**config.mk**
```make
export PLATFORM = sky130hd
export DESIGN_NAME = uart_tx_fifo
export DESIGN_NICKNAME = d
export VERILOG_FILES = /design/src/rtl/uart_pkg.sv /design/src/rtl/uart_byte_fifo.sv /design/src/rtl/uart_tx_fifo.sv
export SDC_FILE = /design/constraint.sdc
export NUM_CORES = 1
export LEC_CHECK = 0
export BUFFER_PORTS_ARGS = -buffer_cell sky130_fd_sc_hd__buf_4
export CAP_MARGIN = 15
export CORE_UTILIZATION = 66
export DETAILED_ROUTE_END_ITERATION = 8
export GPL_TIMING_DRIVEN = 1
export PLACE_DENSITY_LB_ADDON = 0.2
export SETUP_SLACK_MARGIN = 0.4
export SYNTH_ARGS = -nofsm -noshare
export SYNTH_HDL_FRONTEND = slang
export SYNTH_HIERARCHICAL = 1
export SYNTH_SLANG_ARGS = --single-unit
```
**constraint.sdc**
```tcl
create_clock -name clk -period 8 [get_ports clk]
set_input_delay 0.8 -clock clk [delete_from_list [all_inputs] [get_ports clk]]
set_output_delay 0.8 -clock clk [all_outputs]
set_load 0.01 [all_outputs]
```
**src/rtl/uart_pkg.sv**
```systemverilog
// Shared types and defaults for the UART transmit FIFO slice.
package uart_pkg;

    typedef enum logic [1:0] {
        IDLE,
        LOAD,
        SEND,
        RELEASE
    } tx_state_t;

    localparam int unsigned DEFAULT_DEPTH   = 16;
    localparam int unsigned DEFAULT_TIMEOUT = 65535;

endpackage

```
**src/rtl/uart_byte_fifo.sv**
```systemverilog
// Byte FIFO storage: power-of-two ring buffer, full/empty derived from the level count.
module uart_byte_fifo
    import uart_pkg::*;
#(
    parameter int unsigned DEPTH = DEFAULT_DEPTH
) (
    input  logic                     clk,
    input  logic                     rst,
    input  logic                     wr_en,
    input  logic [7:0]               wr_data,
    input  logic                     rd_en,
    output logic [7:0]               rd_data,
    output logic [$clog2(DEPTH):0]   level,
    output logic                     wr_ready
);

    localparam int unsigned AW = $clog2(DEPTH);

    logic [7:0]    r_mem [DEPTH];
    logic [AW-1:0] r_wr_ptr;
    logic [AW-1:0] r_rd_ptr;
    logic [AW:0]   r_level;
    logic          w_wr;
    logic          w_rd;

    assign wr_ready = (r_level < (AW+1)'(DEPTH));
    assign w_wr     = wr_en & wr_ready;
    assign w_rd     = rd_en & (r_level != '0);
    assign rd_data  = r_mem[r_rd_ptr];
    assign level    = r_level;

    // Storage is deliberately left out of reset.
    always_ff @(posedge clk) begin
        if (w_wr) begin
            r_mem[r_wr_ptr] <= wr_data;
        end
    end

    always_ff @(posedge clk) begin
        if (rst) begin
            r_wr_ptr <= '0;
            r_rd_ptr <= '0;
            r_level  <= '0;
        end else begin
            if (w_wr) begin
                r_wr_ptr <= r_wr_ptr + 1'b1;
            end
            if (w_rd) begin
                r_rd_ptr <= r_rd_ptr + 1'b1;
            end
            case ({w_wr, w_rd})
                2'b10:   r_level <= r_level + 1'b1;
                2'b01:   r_level <= r_level - 1'b1;
                default: r_level <= r_level;
            endcase
        end
    end

endmodule

```
**src/rtl/uart_tx_fifo.sv**
```systemverilog
// UART transmit front-end: buffers bytes and hands them one at a time to the transmitter
// using a send/donetx handshake with a frame timeout.
module uart_tx_fifo
    import uart_pkg::*;
#(
    parameter int unsigned DEPTH   = DEFAULT_DEPTH,
    parameter int unsigned TIMEOUT = DEFAULT_TIMEOUT
) (
    input  logic                     clk,
    input  logic                     rst,
    input  logic                     wr_valid,
    input  logic [7:0]               wr_data,
    output logic                     wr_ready,
    output logic                     send,
    output logic [7:0]               tx_data,
    input  logic                     donetx,
    output logic [$clog2(DEPTH):0]   level,
    output logic                     busy,
    output logic                     overflow,
    output logic                     tx_err
);

    localparam int unsigned TW = $clog2(TIMEOUT + 1);

    if (DEPTH < 2 || (DEPTH & (DEPTH - 1)) != 0) begin : g_bad_depth
        $error("uart_tx_fifo: DEPTH must be a power of two and at least 2");
    end

    tx_state_t           r_state;
    logic                r_send;
    logic [7:0]          r_tx_data;
    logic [TW-1:0]       r_timer;
    logic                r_overflow;
    logic                r_tx_err;
    logic                r_sync1;
    logic                r_sync2;
    logic                r_sync_d;
    logic                w_pop;
    logic                w_done_rise;
    logic                w_wr_ready;
    logic [7:0]          w_rd_data;
    logic [$clog2(DEPTH):0] w_level;

    uart_byte_fifo #(
        .DEPTH(DEPTH)
    ) u_fifo (
        .clk     (clk),
        .rst     (rst),
        .wr_en   (wr_valid),
        .wr_data (wr_data),
        .rd_en   (w_pop),
        .rd_data (w_rd_data),
        .level   (w_level),
        .wr_ready(w_wr_ready)
    );

    assign w_pop       = (r_state == LOAD);
    assign w_done_rise = r_sync2 & ~r_sync_d;

    assign wr_ready = w_wr_ready;
    assign level    = w_level;
    assign send     = r_send;
    assign tx_data  = r_tx_data;
    assign busy     = (r_state != IDLE);
    assign overflow = r_overflow;
    assign tx_err   = r_tx_err;

    always_ff @(posedge clk) begin
        if (rst) begin
            r_state    <= IDLE;
            r_send     <= 1'b0;
            r_tx_data  <= '0;
            r_timer    <= '0;
            r_overflow <= 1'b0;
            r_tx_err   <= 1'b0;
            r_sync1    <= 1'b0;
            r_sync2    <= 1'b0;
            r_sync_d   <= 1'b0;
        end else begin
            r_sync1  <= donetx;
            r_sync2  <= r_sync1;
            r_sync_d <= r_sync2;
            if (wr_valid && !w_wr_ready) begin
                r_overflow <= 1'b1;
            end
            case (r_state)
                IDLE: begin
                    if (w_level != '0) begin
                        r_state <= LOAD;
                    end
                end
                LOAD: begin
                    r_tx_data <= w_rd_data;
                    r_send    <= 1'b1;
                    r_timer   <= '0;
                    r_state   <= SEND;
                end
                SEND: begin
                    if (w_done_rise) begin
                        r_send  <= 1'b0;
                        r_state <= RELEASE;
                    end else if (r_timer == TW'(TIMEOUT - 1)) begin
                        r_send   <= 1'b0;
                        r_tx_err <= 1'b1;
                        r_state  <= RELEASE;
                    end else begin
                        r_timer <= r_timer + 1'b1;
                    end
                end
                RELEASE: begin
                    // Wait for the transmitter to drop done so a held level cannot retrigger.
                    if (!r_sync2) begin
                        r_state <= IDLE;
                    end
                end
                default: r_state <= IDLE;
            endcase
        end
    end

endmodule

```
Yosys cells after proc, flatten, opt, wreduce, memory -nomap -nowiden

Memory sizes are Yosys's and may differ from the RTL's. A register that Yosys moved wholly into a read port is not among the register bits.
Cells that the tools add are included.
Widths: inputs -> output; s select.

Flip-flop bits (word level): 37
Latch bits: 0
RAM bits: 128
Memory bits (read-only): 0
Input bits: 12
Output and inout port bits: 18
Word-level logic and storage cells: 59
Memories kept: 1

$add $sub $neg: 5
Multiply operators: 0
Divide/modulo/power cells: 0
$lt $le $gt $ge: 1
Eq/ne operators: 11
Shift-type cells: 0
Multiplexer cells: 14
Bitwise operators: 5
Reductions and logical operators: 11

Memories:

| memory       | depth | bits a word | read ports | clocked after memory_dff | wr ports | RTL line             | text |
|---|---|---|---|---|---|---|---|
| u_fifo.r_mem | 16    | 8           | 1          | 1                        | 1        | uart_byte_fifo.sv:19 | `logic [7:0] r_mem [DEPTH];` |

Operators with widths:

| cell                  | count |
|---|---|
| $mux 16               | 2 |
| $pmux 16 s2           | 1 |
| $add 16x1->16 const B | 1 |
| $eq 16x16->1 const B  | 1 |
| $pmux 5 s2            | 1 |
| $reduce_and 3->1      | 3 |
| $add 4x1->4 const B   | 2 |
| $mux 2                | 4 |
| $ne 2x2->1 const B    | 4 |
| $pmux 2 s4            | 1 |
| $eq 2x2->1 const B    | 3 |
| $reduce_bool 2->1     | 3 |
| $add 5x1->5 const B   | 1 |
| $lt 5x5->1 const B    | 1 |
| $reduce_bool 5->1     | 1 |
| $sub 5x1->5 const B   | 1 |
| $eq 2x1->1 const B    | 2 |
| $mux 1                | 4 |
| $and 1x1->1           | 3 |
| $ne 3x3->1 const B    | 1 |
| $logic_not 2->1       | 1 |
| $not 1->1             | 2 |
| $pmux 1 s2            | 1 |
| $reduce_and 2->1      | 1 |
| other kinds (2)       | 2 |

Longest topological paths before layout

Gate-level depths: netlist (run 1).

Depth after elaboration: 4
Depth in mapped cells: 12
Gate-level depth less buffers: 11

By module

The synthesis (run 1) kept the hierarchy.

By module, submodules not included:

| module         | times used | cells each | area an instance (sq um) | sequential area each (sq um) |
|---|---|---|---|---|
| uart_byte_fifo | 1          | 293        | 5739.3                   | 4184.0 |
| uart_tx_fifo   | 1          | 204        | 1800.5                   | 640.6 |

Worst setup path after synthesis (run 1)

Ideal clock, no wire load.

Kind: input port to flip-flop
From: input port wr_valid
To: register u_fifo.r_level[4], in the netlist u_fifo/level[4]
Setup time: 0.071 ns
Arrival time: 2.814 ns
Data required time: 7.929 ns
Setup slack: 5.116 ns
Stages: 12
Path buffers: 2
Cell sequence: nor2b_1 > buf_4 > inv_4 > ha_1 > clkbuf_2 > xor2_1 > ha_1 > a21bo_2 > a41oi_1 > a311oi_1 > or4_1 > a21oi_1

Longest elaborated chain between the ends: 3

RTL lines:

| item                                                   | RTL line             | text |
|---|---|---|
| from (decl)                                            | uart_tx_fifo.sv:11   | `input logic wr_valid,` |
| $and 1x1->1 (*)                                        | uart_byte_fifo.sv:27 | `assign w_wr = wr_en & wr_ready;` |
| $eq 2x1->1 / $eq 2x2->1 (equally long branches)        | uart_byte_fifo.sv:51 | `case ({w_wr, w_rd})` |
| $pmux 5 s2 / $reduce_bool 2->1 (equally long branches) | -                    |  |
| to (signal assigned)                                   | uart_byte_fifo.sv:52 | `2'b10: r_level <= r_level + 1'b1;` |
| to (signal assigned)                                   | uart_byte_fifo.sv:53 | `2'b01: r_level <= r_level - 1'b1;` |
| to (signal assigned)                                   | uart_byte_fifo.sv:54 | `default: r_level <= r_level;` |
| to (decl)                                              | uart_byte_fifo.sv:22 | `logic [AW:0] r_level;` |

Mark *: on every way between the ends. The rest lies on a longest branch, timed or not.
A chain may end at the register's enable or synchronous reset.

Worst setup path after layout (run 1)

From: register r_state[1]
To: register u_fifo.r_level[4], in the netlist u_fifo/level[4]

Longest elaborated chain between the ends: 4

RTL lines:

| item                                                   | RTL line             | text |
|---|---|---|
| from (decl)                                            | uart_tx_fifo.sv:29   | `tx_state_t r_state;` |
| from (signal assigned)                                 | uart_tx_fifo.sv:70   | `r_state <= IDLE;` |
| from (signal assigned)                                 | uart_tx_fifo.sv:89   | `r_state <= LOAD;` |
| from (signal assigned)                                 | uart_tx_fifo.sv:96   | `r_state <= SEND;` |
| $eq 2x1->1 (*)                                         | uart_tx_fifo.sv:57   | `assign w_pop = (r_state == LOAD);` |
| net w_pop                                              | uart_tx_fifo.sv:38   | `logic w_pop;` |
| $and 1x1->1 (*)                                        | uart_byte_fifo.sv:28 | `assign w_rd = rd_en & (r_level != '0);` |
| net u_fifo.w_rd                                        | uart_byte_fifo.sv:24 | `logic w_rd;` |
| $eq 2x1->1 / $eq 2x2->1 (equally long branches)        | uart_byte_fifo.sv:51 |  |
| $pmux 5 s2 / $reduce_bool 2->1 (equally long branches) | -                    |  |

Mark *: on every way through the listed nets, which the timed path passes. The rest lies on a longest branch.

==> results of run 1 <==
[worst min-delay path by stage]
| stage | startpoint | cells past startpoint | endpoint | slack, ns |
|---|---|---|---|---|
| floorplan | r_sync1 | 1 | r_sync2 | 0.41 |
| global placement | r_sync1 | 1 | r_sync2 | 0.42 |
| detailed placement | r_sync1 | 1 | r_sync2 | 0.45 |
| CTS | r_sync1 | 1 | r_sync2 | 0.46 |
| global route | r_sync1 | 1 | r_sync2 | 0.49 |
| finish | r_sync1 | 1 | r_sync2 | 0.46 |
[routing by layer]
metal,global-route usage (%),wire length [um],vias to the layer above,part of all wire (%)
met5,0,0,-,0
met4,12.7,406,0,2.6
met3,6.81,1280,36,8.2
met2,44.2,7420,239,48
met1,41.0,6470,2250,42
li1,-,-,1992,-
[sequential cells by signal, indices dropped and copies added, names as in the netlist, named ones only]
| signal | flops |
|---|---|
| u_fifo/r_rd_ptr | 4 |
| r_sync1 | 1 |
| tx_err | 1 |
| send | 1 |
| tx_data | 8 |
| r_timer | 16 |
| r_sync_d | 1 |
| u_fifo/r_mem | 128 |
| u_fifo/r_wr_ptr | 4 |
| r_state | 2 |
| u_fifo/level | 5 |
| overflow | 1 |
| r_sync2 | 1 |
[cells by family (layout without fill, tap and decap cells)]
logic type               Yosys count  after routing  share of synthesized area [%]
flip-flops                       177            177                           64.0
multiplexers                      50             50                           13.3
other                              0              1                              0
AO/OA/AOI/OAI                     66             66                           6.89
XOR/XNOR                           8              8                          0.929
adder cells (fa/ha/maj)           15             15                           2.49
buffers and inverters             46             80                           3.07
AND/OR/NAND/NOR                  135            135                           9.36
[cells in the mapped netlist, types with 3 or more instances]
master      n
a41oi_1     3
a31oi_1    10
mux4_2     40
o21a_1      4
o21ai_0     4
and4_1      5
nand2b_1    4
and3_1      3
nand2_1    30
o211ai_1    5
inv_1      11
nor2_1     40
xor2_1      6
nor2b_1     5
or4_1       9
dfxtp_1    49
nand3_1     6
nor3_1      7
ha_1       15
buf_6       5
a311oi_1    5
edfxtp_1  128
nand4_1     7
clkbuf_1   11
buf_2       8
buf_1       6
mux2i_1    10
o31ai_1     3
nor4_1      6
a21oi_1    10
[critical path: stages (launching register included)]
cell and delay (ns):
dfxtp_1 0.34, inv_1 0.12, ha_1 0.72, a21boi_1 0.48, ha_1 0.40, ha_1 0.36
a21bo_2 0.23, a41oi_1 0.20, a311oi_1 0.09, or4_1 0.48, a21oi_1 0.15
[layout make-up]
class | instances | area (sq um)
sequential | 177 | 4830
fill | 605 | 2580
multi-input combinational | 274 | 2480
clock buffer | 18 | 429
timing repair buffer | 35 | 260
clock inverter | 14 | 178
tap | 140 | 175
inverter | 13 | 51.3
antenna | 1 | 2.50
[power groups by stage]
stage	sequential [mW]	combinational, mW	clock, mW
2_1_floorplan	1.08	0.346	0
3_3_place_gp	1.08	0.451	0
3_5_place_dp	1.08	0.465	0
4_1_cts	1.07	0.471	0.860
5_1_grt	1.07	0.510	0.893
6_report	1.07	0.470	0.855
==> impl_metrics.json, run 1 <==
{
  "status": "completed",
  "setup_viol": 0,
  "ys_types": 62,
  "ys_seq_elements": 177,
  "max-cap-violations": 0,
  "r2r-end": "u_fifo/level[4]",
  "die_h_um": 109,
  "seq_area_frac_synth_pct": 64.0,
  "ys_warn_count": 6,
  "place.port_buffers": 29,
  "synth_edf_count": 128,
  "dp_hpwl_um": 9560,
  "setup_tns_ns": 0,
  "cts_resized": 0,
  "period_needed_ns": 3.65,
  "first_iter_violations": 524,
  "wl_per_cell_um": 23.2,
  "drive_above_1_share_pct": 22.6,
  "r2r-start": "r_state[1]",
  "syn-num-nets": 524,
  "cts.sinks": 177,
  "cts_buffers": 17,
  "pin_count": 30,
  "syn_area_per_cell_sq_um": 15.2,
  "cp.arrival_ns": 4.01,
  "hold_path_class": "reg2reg",
  "syn_area_sq_um": 7540,
  "final_common_cell": "edfxtp_1",
  "clock_skew_ns": 0.00795,
  "power.density_nw_per_um2": 284,
  "yosys.area.top_type_share_pct": 51.0,
  "rsz0062_at_grt": "false",
  "ys.flop_type": "edfxtp_1",
  "power_switching_mw": 0.643,
  "worst_setup_path_start_kind": "flip-flop",
  "final_area_sq_um": 8410,
  "rrSetupSlack_ns": 4.35,
  "overflow": 0,
  "die-area_sq_um": 11900,
  "ant_nets": 0,
  "grt_pass1_vias": 4380,
  "grt_max_degree": 52,
  "cts-root-buf": "clkbuf_16",
  "cts_setup_buffers": 0,
  "cts_max_level": 4,
  "required_ns": 8.36,
  "finalHoldViolations": 0,
  "synth_top_area_cell": "edfxtp_1",
  "core_area_sq_um": 11000,
  "max_freq_mhz": 274,
  "ir_worst_vdd_mv": 0.203,
  "path_clk_slew_ns": 0.06,
  "initial_utilization_pct": 68.6,
  "dpl.cell_count": 638,
  "finalCritPeriodShare_pct": 45.6,
  "cp-end-kind": "flip-flop",
  "area_growth_pct": 11.5,
  "grt_first_pass_wirelength_um": 24300,
  "p_comb_share_pct": 19.7,
  "drv_slew": 0,
  "synth_cells": 497,
  "stdcell_count": 672,
  "synth.top_cells.by_area": "edfxtp_1, dfxtp_1, mux4_2",
  "clkPwrFrac_pct": 35.8,
  "fin_util_pct": 76.5,
  "placed_cell_area_sq_um": 7790,
  "endpoint": "u_fifo/level[4]",
  "drc": 0,
  "p_int_mw": 1.75,
  "maxSlewHeadroom_pct": 30.2,
  "final_nets": 545,
  "p_leak_nw": 2.81,
  "finalWorstSetupSlack_ns": 4.35,
  "layout_common_cells": "edfxtp_1, dfxtp_1, nor2_1, mux4_2, buf_4",
  "pre_cts_slack_ns": 4.44,
  "switching_share_pct": 26.9,
  "num_vias": 4517,
  "startpoint": "r_state[1]",
  "critPathKind": "reg2reg",
  "via_per_inst": 6.72,
  "tightest_slew_ns": 1.04,
  "path_max_fanout": 14,
  "timing.hold.ws_ns": 0.462,
  "clockBufferDepth": 2,
  "place_congestion": 0.836,
  "async_flop_share_pct": 0,
  "antenna_found_initial": 1,
  "clock_latency_ns": 0.43,
  "firstDrtPassIters": 5,
  "wl_um": 15600,
  "power_frac_seq_pct": 44.6,
  "die_w_um": 109,
  "cts_tree": "done",
  "rows": 38,
  "total_power_mw": 2.39,
  "track_usage_pct": 29.3,
  "hold_buffers": 0,
  "reg2reg_depth": 10
}
Power figures use the tool's default switching activity.
==> inputs of run 2 (changes only) <==
ABC_AREA = 1   (was not set)
CORE_UTILIZATION = 62   (was 66)
clock period = 3.6 ns   (was 8 ns; I/O delays follow)
==> impl_metrics.json, run 2 <==
{
  "path_max_fanout": 12,
  "antenna_found_initial": 0,
  "place_congestion": 0.920,
  "register_area_sq_um": 4830,
  "syn_area_sq_um": 8000,
  "rrSetupSlack_ns": 1.08,
  "ys_types": 33,
  "cts_max_level": 4,
  "hold_start": "donetx",
  "setup_tns_ns": 0,
  "ys_seq_elements": 177,
  "largest_reg_flops": 128,
  "initial_utilization_pct": 63.4,
  "first_iter_violations": 505,
  "ys_warn_count": 6,
  "firstDrtPassIters": 5,
  "yosys.area.top_type_share_pct": 48.0,
  "die-area_sq_um": 13400,
  "drive_above_1_share_pct": 10.8,
  "wl_um": 17100,
  "track_usage_pct": 27.4,
  "required_ns": 3.93,
  "synth_top_area_cell": "edfxtp_1",
  "status": "completed",
  "crit_path_max_incr_delay_ns": 0.40,
  "reg2reg_depth": 16,
  "worst_setup_path_start_kind": "flip-flop",
  "pre_cts_slack_ns": 1.15,
  "final_area_sq_um": 8800,
  "via_per_inst": 5.75,
  "p_leak_nw": 3.26,
  "finalWorstSetupSlack_ns": 1.08,
  "pin_count": 30,
  "clockBufferDepth": 2,
  "critPathKind": "reg2reg",
  "synth_commonest_cells": "edfxtp_1, inv_1, nor2_1, nand2_1, a21oi_1",
  "crit_top_cell": "inv_1",
  "grt_max_degree": 97,
  "finalCritPeriodShare_pct": 70.0,
  "p_int_mw": 3.97,
  "die_w_um": 116,
  "hold_path_class": "in2reg",
  "power_frac_seq_pct": 44.7,
  "antenna_cells": 0,
  "cts_tree": "done",
  "power.density_nw_per_um2": 663,
  "area_growth_pct": 10.1,
  "tightest_slew_ns": 1.12,
  "ir_worst_vdd_mv": 0.459,
  "wl_met3_um": 1060,
  "r2r-end": "u_fifo/level[4]",
  "ys.flop_type": "edfxtp_1",
  "dp_hpwl_um": 10700,
  "synth.top_cells.by_area": "edfxtp_1, dfxtp_1, inv_1",
  "min_to": "r_sync1",
  "syn_area_per_cell_sq_um": 10.3,
  "hold_buffers": 0,
  "syn-num-nets": 800,
  "layout_common_cells": "edfxtp_1, inv_1, nor2_1",
  "wl_per_cell_um": 17.6,
  "clkPwrFrac_pct": 31.5,
  "seq_area_frac_synth_pct": 60.3,
  "final_nets": 814,
  "maxSlewHeadroom_pct": 25.3,
  "place.port_buffers": 29,
  "overflow": 0,
  "rows": 41,
  "crit_path_cell_trace": "inv_1, ha_1, nand2_2, inv_1, ha_1, xnor2_1, inv_1, ha_1, inv_1, nand2_1, nand2_1, nand3_1, nand2_1, nand3_1, nand2_1, inv_1",
  "switching_share_pct": 31.9,
  "drv_slew": 0,
  "path_clk_slew_ns": 0.06,
  "yosys.cell_count.top_type": "edfxtp_1",
  "core_area_sq_um": 12600,
  "cp-end-kind": "flip-flop",
  "ant_nets": 0,
  "holdPathStages": 3,
  "drc": 0,
  "async_flop_share_pct": 0,
  "clock_latency_ns": 0.43,
  "dr.max_layer_used": "met4",
  "fillers": 937,
  "max-cap-violations": 0,
  "cts_setup_buffers": 0,
  "r2r-start": "r_state[1]",
  "max_freq_mhz": 397,
  "top_register": "u_fifo/r_mem",
  "die_h_um": 116,
  "cts-root-buf": "clkbuf_16",
  "final_common_cell": "edfxtp_1",
  "grt_first_pass_wirelength_um": 26900,
  "wl_met2_um": 8090,
  "placed_cell_area_sq_um": 8210,
  "grt_pass1_vias": 5158,
  "period_needed_ns": 2.52,
  "p_comb_share_pct": 23.8,
  "power_switching_mw": 1.86,
  "multi_input_area_sq_um": 2560,
  "m1WireLength_um": 7510,
  "cp_slowest_cell": "ha_1",
  "cts_buffers": 17,
  "setup_viol": 0,
  "clock_skew_ns": 0.00804,
  "finalHoldViolations": 0,
  "synth_edf_count": 128,
  "fin_util_pct": 69.8,
  "cts.sinks": 177,
  "num_vias": 5586,
  "rsz0062_at_grt": "false",
  "cp.arrival_ns": 2.85,
  "synth_cells": 773,
  "cts_resized": 0
}
-- run 2: cell types whose count changed in the layout (fill, tap and decap cells not counted), moves of 9 or more --
cell / delta
nand2_1: +61
a21oi_1: +41
nand4_1: +16
o211ai_1: +28
inv_1: +85
mux4_2: -40
o21ai_0: +38
or4_1: -9
mux2i_1: +22
a31oi_1: -10
nor2_1: +54
nand3_1: +28
-- run 2: how the worst max path moves through the flow --
| stage | startpoint | endpoint | slack, ns |
|---|---|---|---|
| after floorplan | r_state[1] | u_fifo/level[4] | 1.62 |
| after global placement | r_state[1] | u_fifo/level[4] | 1.32 |
| after detailed placement | r_state[1] | u_fifo/level[4] | 1.15 |
| after CTS | r_state[1] | u_fifo/level[4] | 1.13 |
| after global routing | r_state[1] | u_fifo/level[4] | 0.88 |
| final | r_state[1] | u_fifo/level[4] | 1.08 |
-- run 2: per-layer routing --
metal	vias up	track usage, %
met4	0	11.9
met1	2622	37.1
met2	243	43.7
met3	45	5.23
met5	-	0
li1	2676	-
-- run 2: power groups by stage --
| stage | registers (mW) | clock network, mW | logic [mW] |
|---|---|---|---|
| after floorplan | 2.49 | 0 | 1.16 |
| after global placement | 2.63 | 0 | 1.30 |
| after detailed placement | 2.64 | 0 | 1.35 |
| after CTS | 2.60 | 1.87 | 1.36 |
| after global routing | 2.63 | 1.96 | 1.53 |
| final | 2.61 | 1.84 | 1.39 |
-- run 2: logic make-up after synthesis --
kind of cell,synth area share (%)
xor gates and xnor gates,0.657
AOI/OAI and AO/OA,9.88
adders and majority gates,2.35
buffers and inverters,7.74
DFF,60.3
muxes,4.00
and+or+nand+nor,15.1
-- run 2: per-stage QoR --
step                instances  hold WS [ns]  power (mW)
global route              972         0.138        6.12
CTS                       972         0.127        5.83
global placement          940         0.397        3.93
detailed placement        940         0.406        3.99
finish                    972         0.134        5.83
floorplan                 773         0.388        3.66
-- run 2: critical path, delay by kind of cell (launching register included) --
family        cells  cell delay [ns]
buf+inv           5             0.40
simple gates      7             0.63
xor+xnor          1             0.19
flops             1             0.34
fa+ha+maj         3             0.85
-- run 2: final cells by class --
cell class,count,share of cell area (%)
Sequential cell,177,54.8
Multi-Input combinational cell,459,29.0
Clock buffer,18,4.87
Inverter,101,4.31
Timing Repair Buffer,31,2.64
Tap cell,172,2.44
Clock inverter,14,1.86
